$ cat src/rtl/jcsa_seq_subtractor.sv
// jcsa_seq_subtractor
// Multi-cycle handshaked subtractor: diff = a - b - borrowin (mod 2^WIDTH).
// Evaluates one 4-bit carry-skip block per clock, LSB block first, using the
// identity a - b - bin = a + ~b + ~bin. borrowout is the inverted final carry.
//
// Parameters:
//   WIDTH       operand width, multiple of 4 and >= 8
// Ports:
//   clk         rising-edge clock
//   rst_n       asynchronous active-low reset
//   in_valid    operands/borrowin valid (sampled only in IDLE)
//   in_ready    block can accept operands (IDLE only)
//   a, b        minuend, subtrahend
//   borrowin    borrow into bit 0
//   out_valid   diff/borrowout valid, held until out_ready
//   out_ready   consumer accepts the result
//   diff        a - b - borrowin modulo 2^WIDTH
//   borrowout   1 when a < b + borrowin (unsigned)
//   skip_count  number of blocks whose carry took the skip path
//
// Optional feature macro: JCSA_SKIP_STATS_EN
//   defined   -> skip_count counts skip-path blocks per operation
//   undefined -> skip_count is tied to zero, no counter logic
module jcsa_seq_subtractor #(
  parameter int WIDTH = 16
) (
  input  logic             clk,
  input  logic             rst_n,
  input  logic             in_valid,
  output logic             in_ready,
  input  logic [WIDTH-1:0] a,
  input  logic [WIDTH-1:0] b,
  input  logic             borrowin,
  output logic             out_valid,
  input  logic             out_ready,
  output logic [WIDTH-1:0] diff,
  output logic             borrowout,
  output logic [7:0]       skip_count
);

  localparam int NBLK = WIDTH / 4;
  localparam int IDXW = (NBLK > 1) ? $clog2(NBLK) : 1;
  localparam logic [IDXW-1:0] LAST_IDX = IDXW'(NBLK - 1);
  localparam logic [IDXW-1:0] IDX_ONE  = IDXW'(1);

  typedef enum logic [1:0] {
    S_IDLE = 2'd0,
    S_RUN  = 2'd1,
    S_DONE = 2'd2
  } state_t;

  // One 4-bit carry-skip block: returns {carry_out, sum[3:0]}.
  // When every bit propagates, the carry-in bypasses the ripple chain.
  function automatic logic [4:0] skip_block(input logic [3:0] a4,
                                            input logic [3:0] bn4,
                                            input logic       cin);
    logic [3:0] p;
    logic [4:0] c;
    logic [3:0] s;
    p    = a4 ^ bn4;
    c    = 5'd0;
    s    = 4'd0;
    c[0] = cin;
    for (int i = 0; i < 4; i++) begin
      c[i+1] = (a4[i] & bn4[i]) | (a4[i] & c[i]) | (bn4[i] & c[i]);
      s[i]   = p[i] ^ c[i];
    end
    return {((&p) ? cin : c[4]), s};
  endfunction

  state_t           state_r;
  state_t           state_nxt_s;
  logic [WIDTH-1:0] a_r;
  logic [WIDTH-1:0] bn_r;       // subtrahend stored already inverted
  logic             carry_r;
  logic [IDXW-1:0]  idx_r;
  logic [WIDTH-1:0] diff_r;
  logic             borrowout_r;
  logic             in_ready_r;
  logic             out_valid_r;
  logic [3:0]       a_nib_s;
  logic [3:0]       bn_nib_s;
  logic [4:0]       blk_s;
  logic             accept_s;

  assign accept_s = in_valid & in_ready_r;
  assign a_nib_s  = a_r[{idx_r, 2'b00} +: 4];
  assign bn_nib_s = bn_r[{idx_r, 2'b00} +: 4];
  assign blk_s    = skip_block(a_nib_s, bn_nib_s, carry_r);

  // Next-state decode for the IDLE -> RUN -> DONE handshake sequence.
  always_comb begin
    state_nxt_s = state_r;
    case (state_r)
      S_IDLE: begin
        if (in_valid) begin
          state_nxt_s = S_RUN;
        end else begin
          state_nxt_s = S_IDLE;
        end
      end
      S_RUN: begin
        if (idx_r == LAST_IDX) begin
          state_nxt_s = S_DONE;
        end else begin
          state_nxt_s = S_RUN;
        end
      end
      S_DONE: begin
        if (out_ready) begin
          state_nxt_s = S_IDLE;
        end else begin
          state_nxt_s = S_DONE;
        end
      end
      default: state_nxt_s = S_IDLE;
    endcase
  end

  // State register and handshake flags, registered from the next state so
  // in_ready/out_valid are glitch-free and mutually exclusive.
  always_ff @(posedge clk or negedge rst_n) begin
    if (!rst_n) begin
      state_r     <= S_IDLE;
      in_ready_r  <= 1'b1;
      out_valid_r <= 1'b0;
    end else begin
      state_r     <= state_nxt_s;
      in_ready_r  <= (state_nxt_s == S_IDLE);
      out_valid_r <= (state_nxt_s == S_DONE);
    end
  end

  // Operand capture and block-per-cycle evaluation of the difference.
  always_ff @(posedge clk or negedge rst_n) begin
    if (!rst_n) begin
      a_r         <= {WIDTH{1'b0}};
      bn_r        <= {WIDTH{1'b0}};
      carry_r     <= 1'b0;
      idx_r       <= {IDXW{1'b0}};
      diff_r      <= {WIDTH{1'b0}};
      borrowout_r <= 1'b0;
    end else begin
      case (state_r)
        S_IDLE: begin
          if (accept_s) begin
            a_r         <= a;
            bn_r        <= ~b;
            carry_r     <= ~borrowin;
            idx_r       <= {IDXW{1'b0}};
            diff_r      <= {WIDTH{1'b0}};
            borrowout_r <= 1'b0;
          end
        end
        S_RUN: begin
          diff_r[{idx_r, 2'b00} +: 4] <= blk_s[3:0];
          carry_r                     <= blk_s[4];
          if (idx_r == LAST_IDX) begin
            // Final carry of a + ~b + ~bin is the inverted borrow.
            borrowout_r <= ~blk_s[4];
          end else begin
            idx_r <= idx_r + IDX_ONE;
          end
        end
        default: begin
        end
      endcase
    end
  end

`ifdef JCSA_SKIP_STATS_EN
  logic [7:0] skip_count_r;

  // Count RUN cycles whose block carry took the skip path (all bits propagate).
  always_ff @(posedge clk or negedge rst_n) begin
    if (!rst_n) begin
      skip_count_r <= 8'd0;
    end else if (accept_s) begin
      skip_count_r <= 8'd0;
    end else if ((state_r == S_RUN) && (&(a_nib_s ^ bn_nib_s))) begin
      skip_count_r <= skip_count_r + 8'd1;
    end
  end

  assign skip_count = skip_count_r;
`else
  assign skip_count = 8'd0;
`endif

  assign in_ready  = in_ready_r;
  assign out_valid = out_valid_r;
  assign diff      = diff_r;
  assign borrowout = borrowout_r;

endmodule

$ cat config.mk
export PLATFORM = sky130hd
export DESIGN_NAME = jcsa_seq_subtractor
export DESIGN_NICKNAME = d
export VERILOG_FILES = /design/src/rtl/jcsa_seq_subtractor.sv
export SDC_FILE = /design/constraint.sdc
export NUM_CORES = 1
export LEC_CHECK = 0
export BUFFER_PORTS_ARGS = -buffer_cell sky130_fd_sc_hd__buf_2
export CAP_MARGIN = 30
export CORE_MARGIN = 3
export CORE_UTILIZATION = 60
export CTS_BUF_LIST = sky130_fd_sc_hd__clkbuf_4
export CTS_CLUSTER_DIAMETER = 150
export DETAILED_ROUTE_END_ITERATION = 10
export PLACE_DENSITY_LB_ADDON = 0.25
export SYNTH_ARGS = -nofsm -noshare
export SYNTH_HDL_FRONTEND = slang
export SYNTH_SLANG_ARGS = --single-unit
$ cat constraint.sdc
create_clock -name clk -period 5.1 [get_ports clk]
set_input_delay 0.765 -clock clk [delete_from_list [all_inputs] [get_ports clk]]
set_output_delay 0.765 -clock clk [all_outputs]
set_load 0.01 [all_outputs]
==> run_results.csv <==
group,metric,value,unit
pwr,p_int,0.00129,W
sta,clock.fmax,302,MHz
clock_network,cts_tree,"yes",
floorplanning,coreArea,4170,um2
synth,synth.most_common_cell,"dfrtp_1",
outcome,status,"completed",
setup_path,worst-endpoint-arrival,3590,ps
clock_network,ctsResizeCount,0,
layout,num_antenna_cells,0,
sta,fin_crit_sh,64.9,%
grt,grt_overflow,0,
placement,gp_congestion,0.813,
pwr,power_density,726,nW/um2
routing,first_pass_iters,4,
synth,synth_mux_area_share,14.5,%
sta,setup_violations,0,
pwr,combPwrFrac,51.5,%
pwr,p_sw,0.000890,W
grt,grt_pass1_wl,8420,um
layout,nNetsFinal,308,
synth,avgSynthCellArea,13.0,um2
floorplanning,start_util,64.9,%
setup_path,critPathKind,"flip-flop to flip-flop",
synth,synth_area,2710,um2
synth,synth.area.top_cells,"dfrtp_1 (51%), mux2_2 (7.1%), mux4_2 (6.7%)",
sta,drv_slew,0,
pwr,vdd_drop_max,0.397,mV
sta,setup_tns,0,ps
routing,drt-initial-drc-count,98,
setup_path,r2r_start,"idx_r[0]",
clock_network,clockBufferDepth,2,
clock_network,cts_root_buf,"clkbuf_4",
clock_network,htree_levels,2,
clock_network,clk_pin_slew,170,ps
floorplanning,die_w,73.2,um
setup_path,crit_start,"idx_r[0]",
synth,yosys-top-cells-count,"dfrtp_1 (55), nor2_1 (20), a21oi_1 (18), mux2_2 (17), inv_1 (10)",
synth,synth_top_family_by_area,"multiplexers",
placement,place_area,2920,um2
synth,synth_xor_area_share,0,%
floorplanning,rows,23,
synth,syn_inst,208,
setup_path,endpoint_kind,"flip-flop",
sta,tightest_slew,732,ps
routing,viasPerCell,5.65,
placement,dp_hpwl,3690,um
setup_path,start_kind,"flip-flop",
synth,ys_ff_latch,56,
grt,first_global_vias,1753,
synth,ys_types,37,
grt,antenna_found_initial,0,
sta,grt_setup_unrepaired,"false",
grt,grt_max_degree,57,
clock_network,postCtsSetupBuffers,0,
sta,max_slew_margin,51.2,%
setup_path,cp_data_required_time,5380,ps
sta,whs,484,ps
routing,wl_per_cell,16.1,um
layout,synthToLayoutAreaGrowth,11.1,%
pwr,finalPower,0.00218,W
clock_network,clock_sinks,56,
synth,yosysTopAreaCell,"dfrtp_1",
pwr,swShare,40.8,%
hold_path,hold_path_class,"input port to asynchronous set/reset pin",
routing,ant_nets,0,
routing,drt-total-wl,4980,um
synth,async_flop_share,100,%
synth,synth_compound_area_share,11.2,%
synth,synth_edf_count,0,
placement,port_buffers,55,
floorplanning,dieArea,5350,um2
layout,finalInstanceArea,3010,um2
synth,synth-main-ff-cell,"dfrtp_1",
sta,setup_slack,1790,ps
pwr,p_leak,1.45,nW
layout,drive_above_1_share,38.5,%
sta,hold_viol,0,
floorplanning,die_h,73.2,um
synth,yosysTopAreaCellShare,50.8,%
synth,ys_warn_count,0,
synth,yosysSeqAreaShare,51.8,%
routing,vias,1750,
setup_path,critPathMaxFanout,16,
routing,drc,0,
floorplanning,io_pins,64,
synth,synth_adder_area_share,6.65,%
sta,post-route-min-period,3310,ps
synth,yosys.area_share.simple,8.36,%
job,cap_violations,0,
pwr,clkPwrFrac,11.3,%
placement,pre_cts_ws,1880,ps
clock_network,cts_made_buffers,5,
pwr,p_seq_share,37.2,%
grt,track_usage,20.9,%
sta,finClkSkew,19.5,ps
clock_network,cts_hold_buf,0,
clock_network,clock_latency,390,ps
cell type report:
type	count	area, um2
multi-input combinational	129	1130
fill	282	1160
sequential	56	1400
clock inverter	3	46.3
inverter	10	37.5
timing repair buffer	57	290
tap	50	62.6
clock buffer	5	37.5
power groups by stage:
stage	clock network, W	registers (W)	logic [W]
3_5_place_dp	0	0.000827	0.00112
3_3_place_gp	0	0.000815	0.00109
6_report	0.000247	0.000812	0.00113
5_1_grt	0.000270	0.000846	0.00125
2_1_floorplan	0	0.000761	0.000902
4_1_cts	0.000253	0.000816	0.00113
registers in the layout, summed over array words and instances (netlist names):
signal	count
in_ready	1
state_r	2
a_r	16
borrowout	1
diff	16
out_valid	1
carry_r	1
bn_r	16
idx_r	2
cell usage in the layout, fill, tap and decap left out, types with 2 or more instances in the layout:
cell and instances:
dfrtp_1 55, buf_2 55, nor2_1 20, a21oi_1 18, mux2_2 17, inv_1 10, mux4_2 8, o2bb2ai_1 8
ha_1 8, conb_1 8, a22o_1 7, clkbuf_4 5, a22o_2 4, fa_1 4, nand2b_1 3, a31oi_1 3
and3_1 3, nand3_1 3, mux2i_1 2, buf_4 2
path summary, 6_finish.rpt:
check | to | slack (ps) | cells after the start
max | diff[15] | 1790 | 8
min | idx_r[0] | 480 | 2
max reg2reg | diff[15] | 1790 | 8
min reg2reg | diff[13] | 510 | 1
max in group asynchronous | a_r[2] | 4180 | 2
min in group clk | diff[13] | 510 | 1
kinds of logic (layout without fill, tap and decap cells):
group	after synthesis	after routing
AOI/OAI and AO/OA	42	42
adders and majority gates	12	12
buffers and inverters	30	75
DFF	56	56
muxes	27	27
other	1	8
and+or+nand+nor	40	40
metal layers:
layer | part of all wire (%) | global-route usage (%) | up-vias
li1 | - | - | 831
met1 | 43 | 27.5 | 858
met2 | 50 | 33.8 | 53
met3 | 5.8 | 4.96 | 8
met4 | 1.7 | 7.58 | 0
met5 | 0 | 0 | -
through the flow:
stage               utilization (%)  instances
floorplan                         -        215
global placement               70.1        302
detailed placement             70.1        302
CTS                            72.1        310
global route                   72.1        310
finish                         72.1        310
critical path, stage by stage, from the launching register on:
cell and delay [ps]:
dfrtp_1 850, mux4_2 630, fa_1 440, inv_1 100, fa_1 200, fa_1 170
inv_1 50, fa_1 500, a22o_2 250
(Power assumes the default switching activity.)
